`src/rtl/reg_file_dumper_if.sv`:
```
// reg_file_dumper_if: start/range, register-file read port and valid/ready word stream of the dumper
//   master (dumper): in start, first, last, rf_rd, ready; out rf_adr, data, adr, valid, busy, done
//   slave (core/consumer side): mirror image of master
interface reg_file_dumper_if #(
  parameter int DATA_W = 32,
  parameter int ADDR_W = 5
);
  logic              REG_DUMP_start;
  logic [ADDR_W-1:0] REG_DUMP_first;
  logic [ADDR_W-1:0] REG_DUMP_last;
  logic [ADDR_W-1:0] REG_DUMP_rf_adr;
  logic [DATA_W-1:0] REG_DUMP_rf_rd;
  logic [DATA_W-1:0] REG_DUMP_data;
  logic [ADDR_W-1:0] REG_DUMP_adr;
  logic              REG_DUMP_valid;
  logic              REG_DUMP_ready;
  logic              REG_DUMP_busy;
  logic              REG_DUMP_done;
  modport master (
    input  REG_DUMP_start, REG_DUMP_first, REG_DUMP_last, REG_DUMP_rf_rd, REG_DUMP_ready,
    output REG_DUMP_rf_adr, REG_DUMP_data, REG_DUMP_adr, REG_DUMP_valid, REG_DUMP_busy, REG_DUMP_done
  );
  modport slave (
    output REG_DUMP_start, REG_DUMP_first, REG_DUMP_last, REG_DUMP_rf_rd, REG_DUMP_ready,
    input  REG_DUMP_rf_adr, REG_DUMP_data, REG_DUMP_adr, REG_DUMP_valid, REG_DUMP_busy, REG_DUMP_done
  );
endinterface

```
`src/rtl/reg_file_dumper.sv`:
```
// reg_file_dumper: walks a register-file address range and streams each word with its address
//   REG_DUMP_CLK  clock shared with the register-file write port
//   REG_DUMP_RST  synchronous active-high reset
//   bus           reg_file_dumper_if.master (start/range in, rf read port, valid/ready stream, busy/done)
module reg_file_dumper #(
  parameter int DATA_W = 32,
  parameter int ADDR_W = 5
) (
  input logic               REG_DUMP_CLK,
  input logic               REG_DUMP_RST,
  reg_file_dumper_if.master bus
);
  typedef enum logic [1:0] {IDLE, FETCH, PRESENT, DONE} state_t;
  state_t            state;
  logic [ADDR_W-1:0] cur;
  logic [ADDR_W-1:0] end_adr;
  // Read address parks at 0 when idle so the core's mux sees a quiet port.
  assign bus.REG_DUMP_rf_adr = (state == IDLE) ? '0 : cur;
  always_ff @(posedge REG_DUMP_CLK) begin
    if (REG_DUMP_RST) begin
      state              <= IDLE;
      cur                <= '0;
      end_adr            <= '0;
      bus.REG_DUMP_data  <= '0;
      bus.REG_DUMP_adr   <= '0;
      bus.REG_DUMP_valid <= 1'b0;
      bus.REG_DUMP_busy  <= 1'b0;
      bus.REG_DUMP_done  <= 1'b0;
    end else begin
      case (state)
        IDLE: begin
          bus.REG_DUMP_done <= 1'b0;
          if (bus.REG_DUMP_start) begin
            cur               <= bus.REG_DUMP_first;
            end_adr           <= bus.REG_DUMP_last;
            bus.REG_DUMP_busy <= 1'b1;
            state             <= FETCH;
          end
        end
        FETCH: begin
          // rf_rd is the pre-edge value, so a same-edge write to cur is not captured.
          bus.REG_DUMP_data  <= bus.REG_DUMP_rf_rd;
          bus.REG_DUMP_adr   <= cur;
          bus.REG_DUMP_valid <= 1'b1;
          state              <= PRESENT;
        end
        PRESENT: begin
          if (bus.REG_DUMP_ready) begin
            bus.REG_DUMP_valid <= 1'b0;
            if (cur == end_adr) begin
              bus.REG_DUMP_done <= 1'b1;
              state             <= DONE;
            end else begin
              // Natural ADDR_W overflow gives the wrap past the top register.
              cur   <= cur + 1'b1;
              state <= FETCH;
            end
          end
        end
        default: begin
          bus.REG_DUMP_done <= 1'b0;
          bus.REG_DUMP_busy <= 1'b0;
          state             <= IDLE;
        end
      endcase
    end
  end
endmodule

```
`src/flat_wrapper.sv`:
```
// flat-port wrapper written by rule: the top's interface ports become plain ports
module reg_file_dumper_flat 
#(
  parameter int DATA_W = 32,
  parameter int ADDR_W = 5
)
  (REG_DUMP_CLK, REG_DUMP_RST, bus_REG_DUMP_start, bus_REG_DUMP_first, bus_REG_DUMP_last, bus_REG_DUMP_rf_rd, bus_REG_DUMP_ready, bus_REG_DUMP_rf_adr, bus_REG_DUMP_data, bus_REG_DUMP_adr, bus_REG_DUMP_valid, bus_REG_DUMP_busy, bus_REG_DUMP_done);
  reg_file_dumper_if #(.DATA_W(DATA_W), .ADDR_W(ADDR_W)) bus_i ();
  input logic REG_DUMP_CLK;
  input logic REG_DUMP_RST;
  input wire logic [$bits(bus_i.REG_DUMP_start)-1:0] bus_REG_DUMP_start;
  input wire logic [$bits(bus_i.REG_DUMP_first)-1:0] bus_REG_DUMP_first;
  input wire logic [$bits(bus_i.REG_DUMP_last)-1:0] bus_REG_DUMP_last;
  input wire logic [$bits(bus_i.REG_DUMP_rf_rd)-1:0] bus_REG_DUMP_rf_rd;
  input wire logic [$bits(bus_i.REG_DUMP_ready)-1:0] bus_REG_DUMP_ready;
  output wire logic [$bits(bus_i.REG_DUMP_rf_adr)-1:0] bus_REG_DUMP_rf_adr;
  output wire logic [$bits(bus_i.REG_DUMP_data)-1:0] bus_REG_DUMP_data;
  output wire logic [$bits(bus_i.REG_DUMP_adr)-1:0] bus_REG_DUMP_adr;
  output wire logic [$bits(bus_i.REG_DUMP_valid)-1:0] bus_REG_DUMP_valid;
  output wire logic [$bits(bus_i.REG_DUMP_busy)-1:0] bus_REG_DUMP_busy;
  output wire logic [$bits(bus_i.REG_DUMP_done)-1:0] bus_REG_DUMP_done;
  assign bus_i.REG_DUMP_start = bus_REG_DUMP_start;
  assign bus_i.REG_DUMP_first = bus_REG_DUMP_first;
  assign bus_i.REG_DUMP_last = bus_REG_DUMP_last;
  assign bus_i.REG_DUMP_rf_rd = bus_REG_DUMP_rf_rd;
  assign bus_i.REG_DUMP_ready = bus_REG_DUMP_ready;
  assign bus_REG_DUMP_rf_adr = bus_i.REG_DUMP_rf_adr;
  assign bus_REG_DUMP_data = bus_i.REG_DUMP_data;
  assign bus_REG_DUMP_adr = bus_i.REG_DUMP_adr;
  assign bus_REG_DUMP_valid = bus_i.REG_DUMP_valid;
  assign bus_REG_DUMP_busy = bus_i.REG_DUMP_busy;
  assign bus_REG_DUMP_done = bus_i.REG_DUMP_done;
  reg_file_dumper #(.DATA_W(DATA_W), .ADDR_W(ADDR_W)) u_core (.REG_DUMP_CLK(REG_DUMP_CLK), .REG_DUMP_RST(REG_DUMP_RST), .bus(bus_i));
endmodule
```
`config.mk`:
```
export PLATFORM = sky130hd
export DESIGN_NAME = reg_file_dumper_flat
export DESIGN_NICKNAME = d
export VERILOG_FILES = /design/src/rtl/reg_file_dumper_if.sv /design/src/rtl/reg_file_dumper.sv /design/src/flat_wrapper.sv
export SDC_FILE = /design/constraint.sdc
export NUM_CORES = 1
export LEC_CHECK = 0
export ABC_AREA = 1
export CORE_UTILIZATION = 45
export DETAILED_ROUTE_END_ITERATION = 6
export GPL_ROUTABILITY_DRIVEN = 0
export HOLD_SLACK_MARGIN = 0.06
export MAX_ROUTING_LAYER = met4
export PLACE_DENSITY = 0.92
export SYNTH_ARGS = -nofsm -noshare
export SYNTH_HDL_FRONTEND = slang
export SYNTH_SLANG_ARGS = --single-unit
export TNS_END_PERCENT = 50
```
`constraint.sdc`:
```
create_clock -name REG_DUMP_CLK -period 3.5 [get_ports REG_DUMP_CLK]
set_input_delay 1.05 -clock REG_DUMP_CLK [delete_from_list [all_inputs] [get_ports REG_DUMP_CLK]]
set_output_delay 1.05 -clock REG_DUMP_CLK [all_outputs]
set_load 0.02 [all_outputs]
```
Word level (Yosys, flattened, before mapping)
Index checks and enable logic that the tools add are counted.
- register bits: 52
- latch bits: 0
- bits in writable memories: 0
- memory bits (read-only): 0
- bits of input ports: 46
- output and inout bits: 45
- logic and storage cells: 44
- memories kept: 0
- add/subtract/negate cells: 1
- multipliers: 0
- divide/modulo/power cells: 0
- magnitude comparators: 0
- equal/unequal tests: 7
- shifts and indexed selects: 0
- multiplexer cells: 16
- bitwise logic cells: 2
- reduce and logical (&&, ||, !) cells: 10
- operators with widths (cell ; number):
    2-to-1 mux 5 bit ; 4
    case mux 5 bit (2 select lines) ; 1
    AND reduction 2 bit ; 4
    2-to-1 mux 2 bit ; 3
    inequality test 2 bit, second input constant ; 3
    case mux 1 bit (2 select lines) ; 3
    case mux 2 bit (3 select lines) ; 1
    adder 5 x 1 -> 5 bit, second input constant ; 1
    equality test 5 bit ; 1
    2-to-1 mux 1 bit ; 4
    AND reduction 4 bit ; 1
    nonzero test 2 bit ; 2
    AND reduction 3 bit ; 1
    equality test 2 x 1 -> 1 bit, second input constant ; 1
    equality test 2 bit, second input constant ; 1
    zero test 2 bit ; 1
    inequality test 2 x 1 -> 1 bit, second input constant ; 1
    inverter 1 bit ; 2
    OR reduction 2 bit ; 1

Depth between registers and ports, before layout
- depth after elaboration: 4
- depth in mapped cells: 9
- depth with buffers taken out: 9

Worst setup path before layout
No wires, ideal clock.
- path kind: flip-flop to output port
- from: register u_core.state[0]
- to: output port bus_REG_DUMP_rf_adr[0]
- data arrival time: 1.034 ns
- required time: 2.450 ns
- setup slack: 1.416 ns
- stages on the path, launching flop included: 4
- buffers on the path: 0
- cells stage by stage: dfxtp_1 -> inv_1 -> ha_1 -> nor2_1
- longest elaborated chain between the ends: 2
- ends and longest elaborated chain (what ; RTL line ; source):
    start: declaration ; reg_file_dumper.sv:14 ; state_t state;
    start signal: assignment ; reg_file_dumper.sv:21 ; state <= IDLE;
    start signal: assignment ; reg_file_dumper.sv:37 ; state <= FETCH;
    start signal: assignment ; reg_file_dumper.sv:45 ; state <= PRESENT;
    zero test 2 bit ; reg_file_dumper.sv:18 ; assign bus.REG_DUMP_rf_adr = (state == IDLE) ? '0 : cur;
    2-to-1 mux 5 bit ; reg_file_dumper.sv:18 ;
    end: declaration ; flat_wrapper.sv:16 ; output wire logic [$bits(bus_i.REG_DUMP_rf_adr)-1:0] bus_REG_DUMP_rf_adr;
Every way passes these cells.

Worst setup path after layout
Same ends and word-level chain as after synthesis.

==> results.md <==
Outcome:
- The flow ran to the end, but the final reports show violations.
- The final reports fail on design-rule violations.

Clock tree:
- The CTS tree is built.
- The H-tree generated during clock tree synthesis spans 2 levels.
- Clock-pin slew was measured on the worst setup and hold paths at roughly 0.09 ns.
- The clock net in this run drives a total of 52 sinks.
- The total CTS buffers is 5.
- The number of hold buffers added after CTS was 0.
- Once the clock tree was built, the resizer swapped 0 gates to a different size.
- The clock root buffer is sky130_fd_sc_hd__clkbuf_8.
- The clock latency of the later-clocked register in the worst-skew pair is 0.30 ns.
- The total setup buffers inserted after CTS is 0.
- The longest clock path from root to sink contains 2 buffers.

Floorplan:
- Measured along the x axis, the die boundary spans 71.36 µm.
- Row generation in the floorplan step produced 24 rows.
- The height of the die is a little over 70 µm.
- In this run the count of I/O pins placed on the die edge is 91.
- The initial core utilization is 0.4838.
- The core region is 4474 µm².
- The area of the die is roughly 5100 µm².

Critical path:
- At the worst endpoint, the required time is 2.45 ns.
- The largest individual stage delay along the critical path comes from the cell sky130_fd_sc_hd__clkdlybuf4s50_1.
- The family with the most delay on the worst path is buffers and inverters.
- Together, buffers and inverters on the worst path number 2.
- In this run the critical register-to-register path is launched from u_core.state[1].
- Walking the worst path, the cells encountered are inv_1 -> ha_1 -> nor2_1 -> clkdlybuf4s50_1.
- Along the worst path, the maximum fanout reaches 7.
- The worst setup path is captured at a primary output.
- By startpoint and endpoint, the worst setup path is classified as reg -> out.
- Across all register-to-register paths, the minimum setup slack is roughly 1.6 ns.
- The arrival time at the worst endpoint is about 1.9 ns.
- For this run, the slowest stage of the critical path takes 0.61 ns.
- The startpoint kind of the worst setup timing path is a flop.
- The critical path starts at u_core.state[0].

Global routing:
- The wire length of the first global-routing pass is roughly 9000 µm.
- For this run the aggregate overflow at the end of global routing stands at 0.
- The number of global-route vias before repair is 2,046.
- Entering global routing, the biggest net connects 47 pins.
- In the global route stage, overall resource usage came out at 0.2294.
- The initial antenna violation count is 0.

Logic synthesis:
- For this run, the register share of the synthesized area comes to 0.4809.
- In the synthesized netlist, the cells that appear most often are 85 x sky130_fd_sc_hd__nor2_1, 52 x sky130_fd_sc_hd__dfxtp_1, 45 x sky130_fd_sc_hd__o21ai_0, 24 x sky130_fd_sc_hd__nand2_1, 16 x sky130_fd_sc_hd__a21oi_1.
- Of the post-synthesis cell area, the dominant cell type holds 0.4809.
- The dominant register cell in the synthesized netlist is sky130_fd_sc_hd__dfxtp_1.
- The count of unique library cells instantiated by Yosys is 28.
- The Yosys step of the flow raised 0 warnings.
- The share of async-settable or async-resettable flops after synthesis is 0.
- The number of synthesized flops with an enable pin is 0.
- The average instance in the mapped netlist occupies approximately 7.5 µm².
- The number of nets in the synthesized netlist is 338.
- sky130_fd_sc_hd__nor2_1 is the most common cell in the netlist.
- After synthesis, the cell types taking the most area are sky130_fd_sc_hd__dfxtp_1 48%, sky130_fd_sc_hd__nor2_1 15%, sky130_fd_sc_hd__o21ai_0 10%.
- The synthesized instance count is 287.
- The cell area after synthesis is around 2200 µm².
- In this run, synthesis produced a sequential element count of 52.
- The largest total area in the synthesized netlist belongs to sky130_fd_sc_hd__dfxtp_1.

Routing:
- After detailed routing, the total wire length is 5374 µm.
- The routed wire length per instance is 12.64 µm.
- The ratio of routed vias to standard cells is 5.056.
- The total via count after detailed routing is 2,149.
- The number of iterations in the first detailed-routing pass is 6.
- For this run, design rule violations remaining after detail routing come to 5.
- The detailed router finished its first iteration with 149 violations.
- The number of nets with antenna violations after detailed routing is 0.

Finish:
- After routing the design area is between 3000 and 4000 µm².
- The number of antenna cells inserted is 0.
- The area growth from synthesis to layout is 49.42%.
- In the final design database the tool counted 423 nets.
- In the final layout, the share of cells above drive strength 1 is 0.06702.

Job:
- The count of max-cap constraint violations is 0.

Pwr:
- Summed over all cells, the static leakage comes to 1.361 nW.
- The maximum resistive drop on vdd is 0.5148 mV.
- The power per standard cell area is just under 900 nW/µm².
- The total power draw is 2.858 mW.

STA:
- Hold timing on the final database bottoms out at a slack of 0.4812 ns.
- For the final database, setup skew stands at 0.006475 ns.
- For this run, the top clock speed supported by timing is 342.6 MHz.
- At the pin with the least slew margin, the transition time is 0.9088 ns.
- The relative slew slack is 0.3934.
- Of the available clock period, the critical path in the final layout requires 0.8340.
- Setup repair after global routing left no endpoint under its margin.
- The number of pins with negative max-slew slack in the final report is 0.
- The total negative setup slack is 0 ns.
- Setup violations remaining at the end of the flow were counted as 0.
- The number of hold violations in the final report is 0.
- The minimum period implied by the final worst setup slack is 2.919 ns.
- The final critical-path setup slack is between 0.5 and 0.6 ns.

Placement:
- The post-detailed-placement cell area is around 3100 µm².
- The number of buffers inserted by port buffering is 90.
- The post-placement setup slack is 0.9069 ns.
- The sum of net half-perimeters after detailed placement is 3912 µm.

Min path:
- In this run the worst hold path is classified as reg -> reg.
- The source of the worst hold timing path is u_core.end_adr[1].
## cell families (layout without fill, tap and decap cells)
group	count (synthesis)	in the layout	synth area share
xor+xnor	3	3	0.01214
compound gates	68	68	0.1705
buf+inv	33	119	0.06126
flops	52	52	0.4809
simple gates	125	125	0.2416
mux	1	1	0.004624
fa+ha+maj	5	5	0.02890
## worst reg2reg max path: cells and delay by family (launching register included)
family | cells | cell delay (ns)
buffers and inverters | 3 | 1.08
and+or+nand+nor | 2 | 0.24
adders and majority gates | 1 | 0.18
DFF | 1 | 0.39
## placed cells by master (no fill, tap or decap), types with 2 or more instances in the layout
cell,instances
sky130_fd_sc_hd__nor2_1,85
sky130_fd_sc_hd__a21oi_1,16
sky130_fd_sc_hd__inv_2,4
sky130_fd_sc_hd__clkdlybuf4s50_1,90
sky130_fd_sc_hd__ha_1,5
sky130_fd_sc_hd__nand2_2,3
sky130_fd_sc_hd__or2_2,3
sky130_fd_sc_hd__xor2_1,2
sky130_fd_sc_hd__nand3_1,6
sky130_fd_sc_hd__o21ai_0,45
sky130_fd_sc_hd__inv_1,15
sky130_fd_sc_hd__dfxtp_1,52
sky130_fd_sc_hd__clkbuf_8,5
sky130_fd_sc_hd__nand2_1,24
sky130_fd_sc_hd__bufinv_16,2
## metrics by stage
step,instances,utilization
floorplan,287,-
CTS,425,0.7229
detailed placement,417,0.6921
global route,425,0.7229
global placement,417,0.6921
finish,425,0.7229
## power by group
part | internal (mW) | switching (mW)
sequential | 0.823 | 0.146
combinational | 0.610 | 0.795
clock | 0.288 | 0.197
## cell type report
cell class,instances,area (µm²)
Fill cell,354,1240
Sequential cell,52,1041
Multi-Input combinational cell,202,991.0
Timing Repair Buffer,92,928.4
Inverter,19,71.32
Clock buffer,5,68.82
Clock inverter,3,68.82
Tap cell,52,65.06
## final timing paths
kind	to	cells past startpoint
hold reg to reg	u_core.end_adr[1]	2
setup / recovery	bus_REG_DUMP_rf_adr[0]	4
hold / removal	u_core.end_adr[1]	2
setup reg to reg	u_core.bus.REG_DUMP_data[15]	6
## layer usage
metal	GRT usage	routed length [µm]	vias up
met4	0.07556	66	0
met5	-	0	-
met3	0.05767	348	7
met2	0.3693	2563	70
met1	0.2820	2395	986
li1	-	-	1086
## registers in the layout (all words and copies together), names as in the netlist
name and flops:
u_core.bus.REG_DUMP_adr 5, u_core.bus.REG_DUMP_done 1, u_core.bus.REG_DUMP_data 32, u_core.state 2
u_core.end_adr 5, u_core.bus.REG_DUMP_valid 1, u_core.cur 5, u_core.bus.REG_DUMP_busy 1
Note: power is estimated with default switching activity, not from simulation.
==> variant 1 (config.mk and constraints unchanged) <==
`DATA_W` is set to 32 in 3 places; all go to 64.
--- a/src/rtl/reg_file_dumper_if.sv
+++ b/src/rtl/reg_file_dumper_if.sv
@@ -2,7 +2,7 @@
 //   master (dumper): in start, first, last, rf_rd, ready; out rf_adr, data, adr, valid, busy, done
 //   slave (core/consumer side): mirror image of master
 interface reg_file_dumper_if #(
-  parameter int DATA_W = 32,
+  parameter int DATA_W = 64,
   parameter int ADDR_W = 5
 );
   logic              REG_DUMP_start;
--- a/src/rtl/reg_file_dumper.sv
+++ b/src/rtl/reg_file_dumper.sv
@@ -3,7 +3,7 @@
 //   REG_DUMP_RST  synchronous active-high reset
 //   bus           reg_file_dumper_if.master (start/range in, rf read port, valid/ready stream, busy/done)
 module reg_file_dumper #(
-  parameter int DATA_W = 32,
+  parameter int DATA_W = 64,
   parameter int ADDR_W = 5
 ) (
   input logic               REG_DUMP_CLK,
--- a/src/flat_wrapper.sv
+++ b/src/flat_wrapper.sv
@@ -1,7 +1,7 @@
 // flat-port wrapper written by rule: the top's interface ports become plain ports
 module reg_file_dumper_flat 
 #(
-  parameter int DATA_W = 32,
+  parameter int DATA_W = 64,
   parameter int ADDR_W = 5
 )
   (REG_DUMP_CLK, REG_DUMP_RST, bus_REG_DUMP_start, bus_REG_DUMP_first, bus_REG_DUMP_last, bus_REG_DUMP_rf_rd, bus_REG_DUMP_ready, bus_REG_DUMP_rf_adr, bus_REG_DUMP_data, bus_REG_DUMP_adr, bus_REG_DUMP_valid, bus_REG_DUMP_busy, bus_REG_DUMP_done);
Interface: changed (resized bus_REG_DUMP_data and bus_REG_DUMP_rf_rd); port bits go from 91 to 155. No check against the original RTL was run, so the function may have changed too.
==> variant 1 against the unedited design <==
- maximum frequency decreased by 2.3%
- synthesized area increased by 50%
- first-iteration DRC count decreased by 22%
- routed wire length increased by 67%
- via count increased by 54%
- power increased by 55%
- final cell count increased by 56%
- setup slack got worse by 0.069 ns
- sequential cell count increased by 32
- cell area increased by 56%
- highest routed layer unchanged
==> variant 1: results (changes against the unedited design) <==
post-DP HPWL=6080 µm (was 3910 µm); Hold EP=u_core.end_adr[2] (was u_core.end_adr[1]); Rel. slew slack=0.304 (was 0.393); crit path to=bus_REG_DUMP_rf_adr[2] (was bus_REG_DUMP_rf_adr[0]); R2R depth=8 (was 6); Pre-antenna DRT Iters=4 (was 6); average wire per standard cell=13.5 µm (was 12.6 µm); Crit-path slowest cell=clkdlybuf4s50_1 (unchanged); Unique masters post-synth=29 (was 28); post-synthesis mux area share=0.00308 (was 0.00462); R2R setup slack=1.69 ns (was 1.56 ns); Post-Synth XOR/XNOR Area=0.00809 (was 0.0121); CTS buffer count=9 (was 5); pin count of the biggest net entering global routing=78 (was 47); Clock Skew=0.0107 ns (was 0.00647 ns); PortBufs=154 (was 90); TNS Setup=0 ns (unchanged); Synth Net Count=506 (was 338); first-pass GRT wire length=14500 µm (was 9030 µm); VDD IR max=0.000476 V (was 0.000515 V); Leak Pwr=2.07 nW (was 1.36 nW); htree depth=3 (was 2); compound-gate portion of the synthesized area=0.165 (was 0.171); clk_lat worst skew=0.34 ns (was 0.30 ns); total track usage=0.254 (was 0.229); Worst Path Arrival=1.94 ns (was 1.87 ns); outcome=finished, final reports clean (was complete, but fails checks); sequential fraction of the synthesis area=0.518 (was 0.481); max reg flops=64 (was 32); largest area contributor in the netlist=dfxtp_1 (unchanged); vias in the first global route=3224 (was 2046); Hold Crit Start=u_core.end_adr[2] (was u_core.end_adr[1]); hold_ws=0.482 ns (was 0.481 ns); crit path max fanout=8 (was 7); ratio of cells with drive above 1 in the final layout=0.0545 (was 0.0670); Layout Nets=649 (was 423); top cells by count, synth=nor2_1, dfxtp_1, o21ai_0 (unchanged); clock tree root driver cell=clkbuf_8 (unchanged); Via-to-Cell Ratio=4.98 (was 5.06); adder and majority gate portion of the synthesized area=0.0193 (was 0.0289); FF-to-FF End=u_core.cur[2] (was u_core.bus.REG_DUMP_data[15]); post-CTS resize count=0 (unchanged); antenna violations before repair=0 (unchanged); fill cell count=521 (was 354); top cells by area, synth=dfxtp_1, nor2_1, o21ai_0, o21ai_1, nand2_1 (was dfxtp_1, nor2_1, o21ai_0, nand2_1, a21oi_1); Iteration-0 DRC Markers=116 (was 149)
variant 1: cell count changes in the layout (fill, tap and decap cells not counted), sizes merged:
cell,delta
dfxtp,+32
clkdlybuf4s50,+64
a21oi,+2
nor2,+58
clkinv,+1
nand2,+3
nand3,+1
clkinvlp,+1
clkbuf,+5
o21ai,+31
inv,-2
variant 1: cell type report:
cell class              count  area (µm²)  share of cell area
multi-input cells         297        1390               0.277
clock buffers              10         128              0.0253
flip-flops and latches     84        1680               0.334
repair buffers            156        1570               0.312
well taps                  96         120              0.0239
inverters                  18        67.6              0.0134
clock inverters             4        76.3              0.0152
variant 1: power breakdown:
group	internal (mW)	switching (mW)
Combinational	0.926	1.25
Sequential	1.31	0.211
Clock	0.396	0.329
Total	2.63	1.79
variant 1: worst register-to-register path: cells and delay by family (launching register included):
kind,cells,cell delay [ns]
DFF,1,0.42
AOI/OAI and AO/OA,2,0.36
and+or+nand+nor,4,0.43
adders and majority gates,1,0.38
buffers and inverters,1,0.11
variant 1: kinds of logic after synthesis:
kind of cell               count (synthesis)
buffers and inverters                     42
AOI/OAI and AO/OA                        101
and+or+nand+nor                          187
xor gates and xnor gates                   3
DFF                                       84
adders and majority gates                  5
muxes                                      1
variant 1: per-layer routing:
layer  wire, µm  up-vias  GRT usage
met5          0        -          -
met4        123        0     0.0970
met3        764       10     0.0787
met2       4420      148      0.426
met1       3660     1512      0.282
li1           -     1639          -
variant 1: metrics by stage:
step                instances  worst slack [ns]  area (µm²)  total power [mW]
floorplan                 423              1.36        3250              2.79
global placement          651             0.943        4830              3.63
detailed placement        651             0.877        4830              3.70
CTS                       665             0.479        5030              4.44
global route              665             0.335        5030              4.73
finish                    665             0.512        5030              4.42
==> variant 2 (config.mk and constraints unchanged) <==
Made on the original files. Re-encode `state_t` (4 states) as one-hot, 4 bits wide.
--- a/src/rtl/reg_file_dumper.sv
+++ b/src/rtl/reg_file_dumper.sv
@@ -10,7 +10,7 @@
   input logic               REG_DUMP_RST,
   reg_file_dumper_if.master bus
 );
-  typedef enum logic [1:0] {IDLE, FETCH, PRESENT, DONE} state_t;
+  typedef enum logic [3:0] {IDLE = 4'b0001, FETCH = 4'b0010, PRESENT = 4'b0100, DONE = 4'b1000} state_t;
   state_t            state;
   logic [ADDR_W-1:0] cur;
   logic [ADDR_W-1:0] end_adr;
Check against the original RTL: same outputs for any inputs over 10 cycles, from zero or initial values and one cycle with REG_DUMP_RST high; not proved beyond that.
==> variant 2 against the unedited design <==
- die area up 3.4%
- synthesized cell count rose by 3.5%
- routed wire length increased by 5.3%
- cell area is 0.62% higher
- core utilization decreased by 3.8 points
- setup slack better by 0.22 ns
- sequential cell count rose by 2
- synthesized area grew 3.5%
- maximum frequency grew 8.1%
- first-iteration DRC count down 38%
- critical path type unchanged
- largest cell class unchanged
- highest routed layer unchanged
Power is not compared: it rests on default switching activity, and its combinational part moved more than twofold at a synthesized area within 25%.
==> variant 2: results (changes against the unedited design) <==
synth warn=0 (unchanged); CTS Buffer Depth=2 (unchanged); asr flop ratio synth=0 (unchanged); VDD IR max=0.000314 V; Worst path top cell family by delay=buffers and inverters (unchanged); Worst Path Arrival=1.65 ns (was 1.87 ns); antenna violations before repair=0 (unchanged); Layout Nets=429 (was 423); outcome=finished, final reports clean (was complete, but fails checks); Unique masters post-synth=28 (unchanged); Iteration-0 DRC Markers=92 (was 149); Synth Net Count=344 (was 338); Biggest register=u_core.bus.REG_DUMP_data (unchanged); slew of the pin with the lowest slew margin=0.744 ns (was 0.909 ns); vias in the first global route=2037 (was 2046); max reg flops=32 (unchanged); Psw=0.598 mW; clk_lat worst skew=0.31 ns; top cells by area, synth=dfxtp_1, nor2_1, o21ai_0, nand2_1, a21oi_1 (unchanged); clock tree root driver cell=clkbuf_8 (unchanged); Pre-antenna DRT Iters=5 (was 6); htree depth=2 (unchanged); pin count of the biggest net entering global routing=50 (was 47); post-CTS resize count=0 (unchanged); CP max stage delay=0.63 ns (was 0.61 ns); Clock Skew=0.00886 ns (was 0.00647 ns); Crit-path slowest cell=clkdlybuf4s50_1 (unchanged); clock power share=0.207; sequential fraction of the synthesis area=0.483 (was 0.481); Leak Pwr=1.27 nW; CTS buffer count=5 (unchanged); P_seq=0.757 mW; PortBufs=90 (unchanged); Power Internal=1.12 mW; Post-Route WL=5660 µm (was 5370 µm); ANT cells=0 (unchanged); Vias=2204 (was 2149); Worst Hold Class=reg2reg (unchanged); top cells by count, synth=nor2_1, dfxtp_1, o21ai_0 (unchanged); fill cell count=396 (was 354); post-DP HPWL=3990 µm (was 3910 µm); commonest non-fill, non-tap cell in the layout=clkdlybuf4s50_1 (unchanged); first-pass GRT wire length=9050 µm (was 9030 µm); total track usage=0.226 (was 0.229); crit path max fanout=10 (was 7); ratio of cells with drive above 1 in the final layout=0.0914 (was 0.0670)
==> variant 2: final timing paths <==
path	slack (ns)	from	depth (start not counted)	end
min	0.47	u_core.bus.REG_DUMP_busy	2	u_core.bus.REG_DUMP_busy
min reg2reg	0.47	u_core.bus.REG_DUMP_busy	2	u_core.bus.REG_DUMP_busy
max reg2reg	1.24	u_core.state[2]	5	u_core.bus.REG_DUMP_adr[1]
max	0.80	u_core.state[1]	5	bus_REG_DUMP_rf_adr[2]
==> variant 2: cell type report <==
type | count | area [µm²] | share of cell area
inverters | 22 | 82.6 | 0.0254
well taps | 67 | 83.8 | 0.0258
multi-input cells | 208 | 1010 | 0.309
repair buffers | 91 | 908 | 0.279
clock inverters | 1 | 5.00 | 0.00154
flip-flops and latches | 54 | 1080 | 0.332
clock buffers | 7 | 86.3 | 0.0265
==> variant 2: cells by family (layout without fill, tap and decap cells) <==
group | after synthesis | count (layout) | synth area share
AO/OA/AOI/OAI | 62 | 62 | 0.139
XOR/XNOR | 2 | 2 | 0.00782
adder cells (fa/ha/maj) | 1 | 1 | 0.00559
buffers and inverters | 35 | 121 | 0.0676
flip-flops | 54 | 54 | 0.483
AND/OR/NAND/NOR | 143 | 143 | 0.298
==> variant 2: through the flow <==
stage	instance area (µm²)	util	hold WS, ns	cells	setup slack [ns]
6_report	3250	0.684	0.471	450	0.799
3_5_place_dp	3160	0.665	0.461	442	1.09
2_1_floorplan	2240	-	0.443	297	1.61
3_3_place_gp	3160	0.665	0.452	442	1.11
4_1_cts	3250	0.684	0.475	450	0.808
5_1_grt	3250	0.684	0.497	450	0.730
==> variant 2: metal layers <==
layer  GRT usage  vias up  wire [µm]
met5           -        -          0
met4      0.0632        0         75
met3      0.0542       13        273
met2       0.388       72       2860
met1       0.261     1004       2450
li1            -     1115          -
